**src/rtl/jt10_adpcm_addr_seq.sv**
```systemverilog
// ADPCM ROM nibble address sequencer: services CH time-multiplexed channels round-robin,
// one per cen slot, with start/end block registers, key-on/off, loop and half-rate modes.
module jt10_adpcm_addr_seq #(
  parameter int CH   = 6,
  parameter int SW   = 16,
  parameter int GRAN = 8,
  parameter int CHW  = 4
) (
  input  logic               clk,
  input  logic               rst,
  input  logic               cen,
  input  logic [CHW-1:0]     cpu_ch,
  input  logic [SW-1:0]      cpu_din,
  input  logic               up_start,
  input  logic               up_end,
  input  logic [CH-1:0]      kon,
  input  logic [CH-1:0]      koff,
  input  logic [CH-1:0]      loop_en,
  input  logic [CH-1:0]      half_en,
  input  logic [CH-1:0]      clr_flags,
  output logic [CHW-1:0]     slot,
  output logic [SW+GRAN-1:0] addr_out,
  output logic               nib_sel,
  output logic               roe_n,
  output logic               decon,
  output logic               clr,
  output logic [CH-1:0]      busy,
  output logic [CH-1:0]      flags
);

  localparam int             CW   = SW + GRAN + 1;
  localparam int             IW   = (CH > 1) ? $clog2(CH) : 1;
  localparam logic [CHW-1:0] LAST = CHW'(CH - 1);

  logic [SW-1:0]      r_start [CH];
  logic [SW-1:0]      r_end   [CH];
  logic [CW-1:0]      r_cnt   [CH];
  logic [CH-1:0]      r_on;
  logic [CH-1:0]      r_kon_p;
  logic [CH-1:0]      r_koff_p;
  logic [CH-1:0]      r_flags;
  logic [CHW-1:0]     r_s;
  logic               r_frame;
  logic [CHW-1:0]     r_slot;
  logic [SW+GRAN-1:0] r_addr;
  logic               r_nib;
  logic               r_roe_n;
  logic               r_decon;
  logic               r_clr;

  logic [IW-1:0]      w_idx;
  logic [IW-1:0]      w_cpu_idx;
  logic               w_cpu_ok;
  logic [CH-1:0]      w_sel;
  logic [CH-1:0]      w_consume;
  logic [CH-1:0]      w_set_mask;
  logic [CW-1:0]      w_cnt;
  logic [CW-1:0]      w_reload;
  logic [CW-1:0]      w_end_cnt;
  logic               w_nxt_on;
  logic [CW-1:0]      w_nxt_cnt;
  logic [SW+GRAN-1:0] w_nxt_addr;
  logic               w_nxt_nib;
  logic               w_nxt_roe_n;
  logic               w_nxt_decon;
  logic               w_nxt_clr;
  logic               w_set;

  assign w_idx     = r_s[IW-1:0];
  assign w_cpu_idx = cpu_ch[IW-1:0];
  assign w_cpu_ok  = (cpu_ch <= LAST);

  // Service decision for the channel in the current slot.
  always_comb begin
    // NOTE: every signal gets a default before any branch so no latch can be inferred.
    w_sel       = '0;
    w_sel[w_idx] = 1'b1;
    w_cnt       = r_cnt[w_idx];
    w_reload    = {r_start[w_idx], {(GRAN+1){1'b0}}};
    w_end_cnt   = {r_end[w_idx], {(GRAN+1){1'b1}}};
    w_nxt_on    = r_on[w_idx];
    w_nxt_cnt   = w_cnt;
    w_nxt_addr  = r_addr;
    w_nxt_nib   = r_nib;
    w_nxt_roe_n = 1'b1;
    w_nxt_decon = 1'b0;
    w_nxt_clr   = 1'b0;
    w_set       = 1'b0;
    if (r_koff_p[w_idx]) begin
      w_nxt_on = 1'b0;
    end else if (r_kon_p[w_idx]) begin
      w_nxt_on  = 1'b1;
      w_nxt_cnt = w_reload;
      w_nxt_clr = 1'b1;
    end else if (r_on[w_idx] && (!half_en[w_idx] || !r_frame)) begin
      w_nxt_addr  = w_cnt[CW-1:1];
      w_nxt_nib   = w_cnt[0];
      w_nxt_roe_n = 1'b0;
      w_nxt_decon = 1'b1;
      if (w_cnt == w_end_cnt) begin
        w_set = 1'b1;
        if (loop_en[w_idx]) w_nxt_cnt = w_reload;
        else                w_nxt_on  = 1'b0;
      end else begin
        w_nxt_cnt = w_cnt + CW'(1);
      end
    end
    w_consume  = cen ? w_sel : '0;
    w_set_mask = (cen && w_set) ? w_sel : '0;
  end

  // NOTE: sequential state uses non-blocking assignments so all registers update together.
  always_ff @(posedge clk) begin
    if (rst) begin
      // NOTE: the start/end/counter arrays are reset too, so a key-on after reset plays from 0.
      for (int i = 0; i < CH; i++) begin
        r_start[i] <= '0;
        r_end[i]   <= '0;
        r_cnt[i]   <= '0;
      end
      r_on     <= '0;
      r_kon_p  <= '0;
      r_koff_p <= '0;
      r_flags  <= '0;
      r_s      <= '0;
      r_frame  <= 1'b0;
      r_slot   <= '0;
      r_addr   <= '0;
      r_nib    <= 1'b0;
      r_roe_n  <= 1'b1;
      r_decon  <= 1'b0;
      r_clr    <= 1'b0;
    end else begin
      if (up_start && w_cpu_ok) r_start[w_cpu_idx] <= cpu_din;
      if (up_end && w_cpu_ok)   r_end[w_cpu_idx]   <= cpu_din;
      // Requests arriving on the serviced clock are kept for the next visit.
      r_kon_p  <= (r_kon_p & ~w_consume) | kon;
      r_koff_p <= (r_koff_p & ~w_consume) | koff;
      r_flags  <= (r_flags & ~clr_flags) | w_set_mask;
      if (cen) begin
        r_on[w_idx]  <= w_nxt_on;
        r_cnt[w_idx] <= w_nxt_cnt;
        r_slot       <= r_s;
        r_addr       <= w_nxt_addr;
        r_nib        <= w_nxt_nib;
        r_roe_n      <= w_nxt_roe_n;
        r_decon      <= w_nxt_decon;
        r_clr        <= w_nxt_clr;
        if (r_s == LAST) begin
          r_s     <= '0;
          r_frame <= ~r_frame;
        end else begin
          r_s <= r_s + CHW'(1);
        end
      end
    end
  end

  assign slot     = r_slot;
  assign addr_out = r_addr;
  assign nib_sel  = r_nib;
  assign roe_n    = r_roe_n;
  assign decon    = r_decon;
  assign clr      = r_clr;
  assign busy     = r_on;
  assign flags    = r_flags;

endmodule
```
**config.mk**
```make
export PLATFORM = sky130hd
export DESIGN_NAME = jt10_adpcm_addr_seq
export DESIGN_NICKNAME = d
export VERILOG_FILES = /design/src/rtl/jt10_adpcm_addr_seq.sv
export SDC_FILE = /design/constraint.sdc
export NUM_CORES = 1
export LEC_CHECK = 0
export CAP_MARGIN = 30
export CORE_AREA = 2 2 187 372
export DETAILED_ROUTE_END_ITERATION = 10
export DIE_AREA = 0 0 189 374
export SYNTH_ARGS = -nofsm -noshare
export SYNTH_HDL_FRONTEND = slang
export SYNTH_SLANG_ARGS = --single-unit
```
**constraint.sdc**
```tcl
create_clock -name clk -period 6.4 [get_ports clk]
set_input_delay 1.28 -clock clk [delete_from_list [all_inputs] [get_ports clk]]
set_output_delay 1.28 -clock clk [all_outputs]
set_load 0.005 [all_outputs]
```
==> impl_results.md <==
* Status: completed
* Synth warn at 0
* Top_reg_cell synth: edfxtp_1
* Crit path max fanout at 39
* Yosys cell types at 82
* Leak Pwr at 9.15 nW
* Fillers at 6239
* Pwr dens at 280 nW/um2
* Worst-Margin Slew at 1.01 ns
* Tmin final at 4.72 ns
* Critical Path End: r_cnt[6][24]
* Commonest non-fill, non-tap cell in the layout: edfxtp_1
* Initial core utilization at 0.347
* CORE AREA at 67700 um2
* Vias per Instance at 5.44
* Total number of vias at 15122
* Clock transition at path regs at 0.07 ns
* RePlAce Congestion at 1.01
* Drt total wl at 70.3 mm
* Data required, critical path at 6.69 ns
* Syn Std Cell Area at 23500 um2
* DR pass1 iterations at 8
* Total Neg Setup Slack at 0 ns
* Initial antenna violation count at 0
* Reg2Reg Setup Slack at 1.68 ns
* WP data arrival at 5.01 ns
* RSZ-0062 raised after global routing: no
* CTS Root Cell: clkbuf_16
* CTS Sinks at 520
* Post-synth EDFFs at 456
* Die H at 374 um
* Largest net degree at the start of global routing at 68
* H-tree levels at 2
* ANT cells at 0
* Type of the worst setup path: reg -> reg
* Routed WL per cell at 25.3 um
* Clk_skew at 0.0366 ns
* Most frequent cells in the layout: 456 x edfxtp_1, 331 x nor2_1, 109 x mux4_2, 97 x clkdlybuf4s50_1, 95 x nand2_1
* Crit share post-route at 0.737
* Port bufs at 98
* Overall global routing resource usage at 0.199
* Post_cts resized at 0
* R2R cell count at 9
* Vias in the first global route at 15925
* Final Hold Viols at 0
* Async SR Flop Fraction at 0
* Layout cells sized above 1 at 0.160
* Die area at 70700 um2
* Layout Nets at 1914
* DRC viols at 0
* Deepest clock path buffer count at 3
* Worst VDD drop at 0.185 mV
* F_max at 212 MHz
* Hold Path Class: reg -> reg
* Post-CTS Repair Setup Buffers at 0
* IO Count at 99
* Min-delay src: r_kon_p[0]
* Worst-path cell chain: buf_4, mux4_2, mux2_2, xnor2_1, nor4_4, and4_4, nand2_2, o311ai_1, nor2_1
* Cts bufs inserted at 44
* Hold_buf cts at 0
* RR Endpoint: r_cnt[6][24]
* CTS tree: built
* Seq cells post-synth at 520
* Max transition margin at 0.330
* Slowest CP cell: dfxtp_4
* Crit path launch type: flip-flop
* Overflow after GRT at 0
* Max cap viols at 0
* Slowest cell delay on critical path at 0.87 ns
* Syn Inst Count at 1695
* Final Max Tran Viols at 0
* DP HPWL at 48.8 mm
* Rows at 135
* Clk_lat worst skew at 0.60 ns
* Syn Area/Cell at 13.9 um2
* Worst hold slack at 0.467 ns
* DRT antenna net count at 0
* Multi-input logic area at 7970 um2
* Number of DRC markers in iteration 0 at 1213
* Post-synthesis sequential area ratio at 0.638
* Synth-to-layout area growth at 16.0%
* First-pass GRT wire length at 103 mm
* Chip width at 189 um
* Final Setup Violations at 0
* Register area at 15000 um2
* Crit path capture type: flip-flop
synthesized netlist by cell type, types with 4 or more instances:
cell | instances | share of area
a211oi_1 | 30 | 0.0096
a21o_1 | 5 | 0.0016
a21oi_1 | 39 | 0.0083
a221oi_1 | 6 | 0.0022
a22oi_1 | 4 | 0.0013
a31oi_1 | 7 | 0.0019
a32oi_1 | 9 | 0.0034
and2_1 | 7 | 0.0019
and3_1 | 4 | 0.0011
buf_1 | 7 | 0.0011
buf_2 | 12 | 0.0026
buf_4 | 9 | 0.0029
buf_6 | 7 | 0.0034
buf_8 | 5 | 0.0032
clkbuf_1 | 65 | 0.010
dfxtp_1 | 64 | 0.055
edfxtp_1 | 456 | 0.58
inv_1 | 60 | 0.0096
mux2_2 | 16 | 0.0077
mux2i_1 | 60 | 0.026
mux4_1 | 5 | 0.0056
mux4_2 | 109 | 0.10
nand2_1 | 95 | 0.015
nand2b_1 | 24 | 0.0064
nand3_1 | 27 | 0.0058
nand4_1 | 7 | 0.0019
nor2_1 | 331 | 0.053
nor2b_1 | 8 | 0.0021
nor3_1 | 48 | 0.010
nor3_2 | 4 | 0.0017
nor3b_1 | 4 | 0.0013
nor4_1 | 11 | 0.0029
o211ai_1 | 5 | 0.0016
o21ai_0 | 30 | 0.0064
o22ai_1 | 6 | 0.0016
o31ai_2 | 7 | 0.0037
o32ai_1 | 6 | 0.0022
or3_1 | 7 | 0.0019
xnor2_1 | 13 | 0.0048
xor2_1 | 11 | 0.0041
layout make-up:
class	instances	share of cell area
flip-flops and latches	520	0.550
multi-input cells	1071	0.293
repair buffers	160	0.0579
clock buffers	52	0.0438
well taps	890	0.0409
inverters	61	0.00840
clock inverters	25	0.00661
routing by layer:
metal / track usage / part of all wire / vias to the layer above
li1: - / - / 6646
met1: 0.206 / 0.33 / 7587
met2: 0.380 / 0.55 / 657
met3: 0.0228 / 0.049 / 232
met4: 0.114 / 0.063 / 0
met5: 0 / 0 / -
state kept, by name, indices dropped and copies added (netlist names), named ones only:
signal	flops
addr_out	24
flags	6
slot	4
r_end	128
r_frame	1
clr	1
r_koff_p	6
r_s	4
roe_n	1
r_start	128
r_cnt	200
r_kon_p	6
decon	1
nib_sel	1
busy	6
through the flow:
stage               total power, mW  worst slack, ns  cell area, um2  std cells  utilization
detailed placement             5.05             1.73           25800       2700        0.382
finish                         7.63             1.68           27300       2779        0.402
global route                   7.84             1.40           27300       2779        0.402
floorplan                      4.64             2.16           23700       1758            -
global placement               5.02             1.72           25700       2696        0.380
CTS                            7.67             1.71           27200       2777        0.402
report_power, final:
group,internal [mW],switching (mW),leakage (nW)
clock network,1.39,1.26,0.679
logic,0.378,0.655,3.47
registers,3.87,0.0781,5.00
total,5.64,2.00,9.15
cells by family after synthesis:
kind of cell,Yosys count,synth area share
compound gates,189,0.0589
mux,193,0.145
flops,520,0.638
xor+xnor,24,0.00895
buf+inv,167,0.0341
simple gates,600,0.115
fa+ha+maj,1,0.000533
other cells,1,0.000160
critical path: cells and delay by family (launching register included):
kind	cells	cell delay, ns
AND/OR/NAND/NOR	4	1.08
multiplexers	2	0.94
flip-flops	1	0.87
AO/OA/AOI/OAI	1	0.78
buffers and inverters	1	0.46
XOR/XNOR	1	0.18
how the worst min path moves through the flow:
stage,end,slack (ns),cells after the start
6_report,r_kon_p[0],0.47,2
5_1_grt,r_kon_p[0],0.48,2
4_1_cts,r_kon_p[0],0.47,2
3_5_place_dp,r_kon_p[0],0.45,2
3_3_place_gp,r_kon_p[2],0.44,2
2_1_floorplan,r_kon_p[1],0.42,2
No activity file was read; power rests on OpenSTA's default activity.
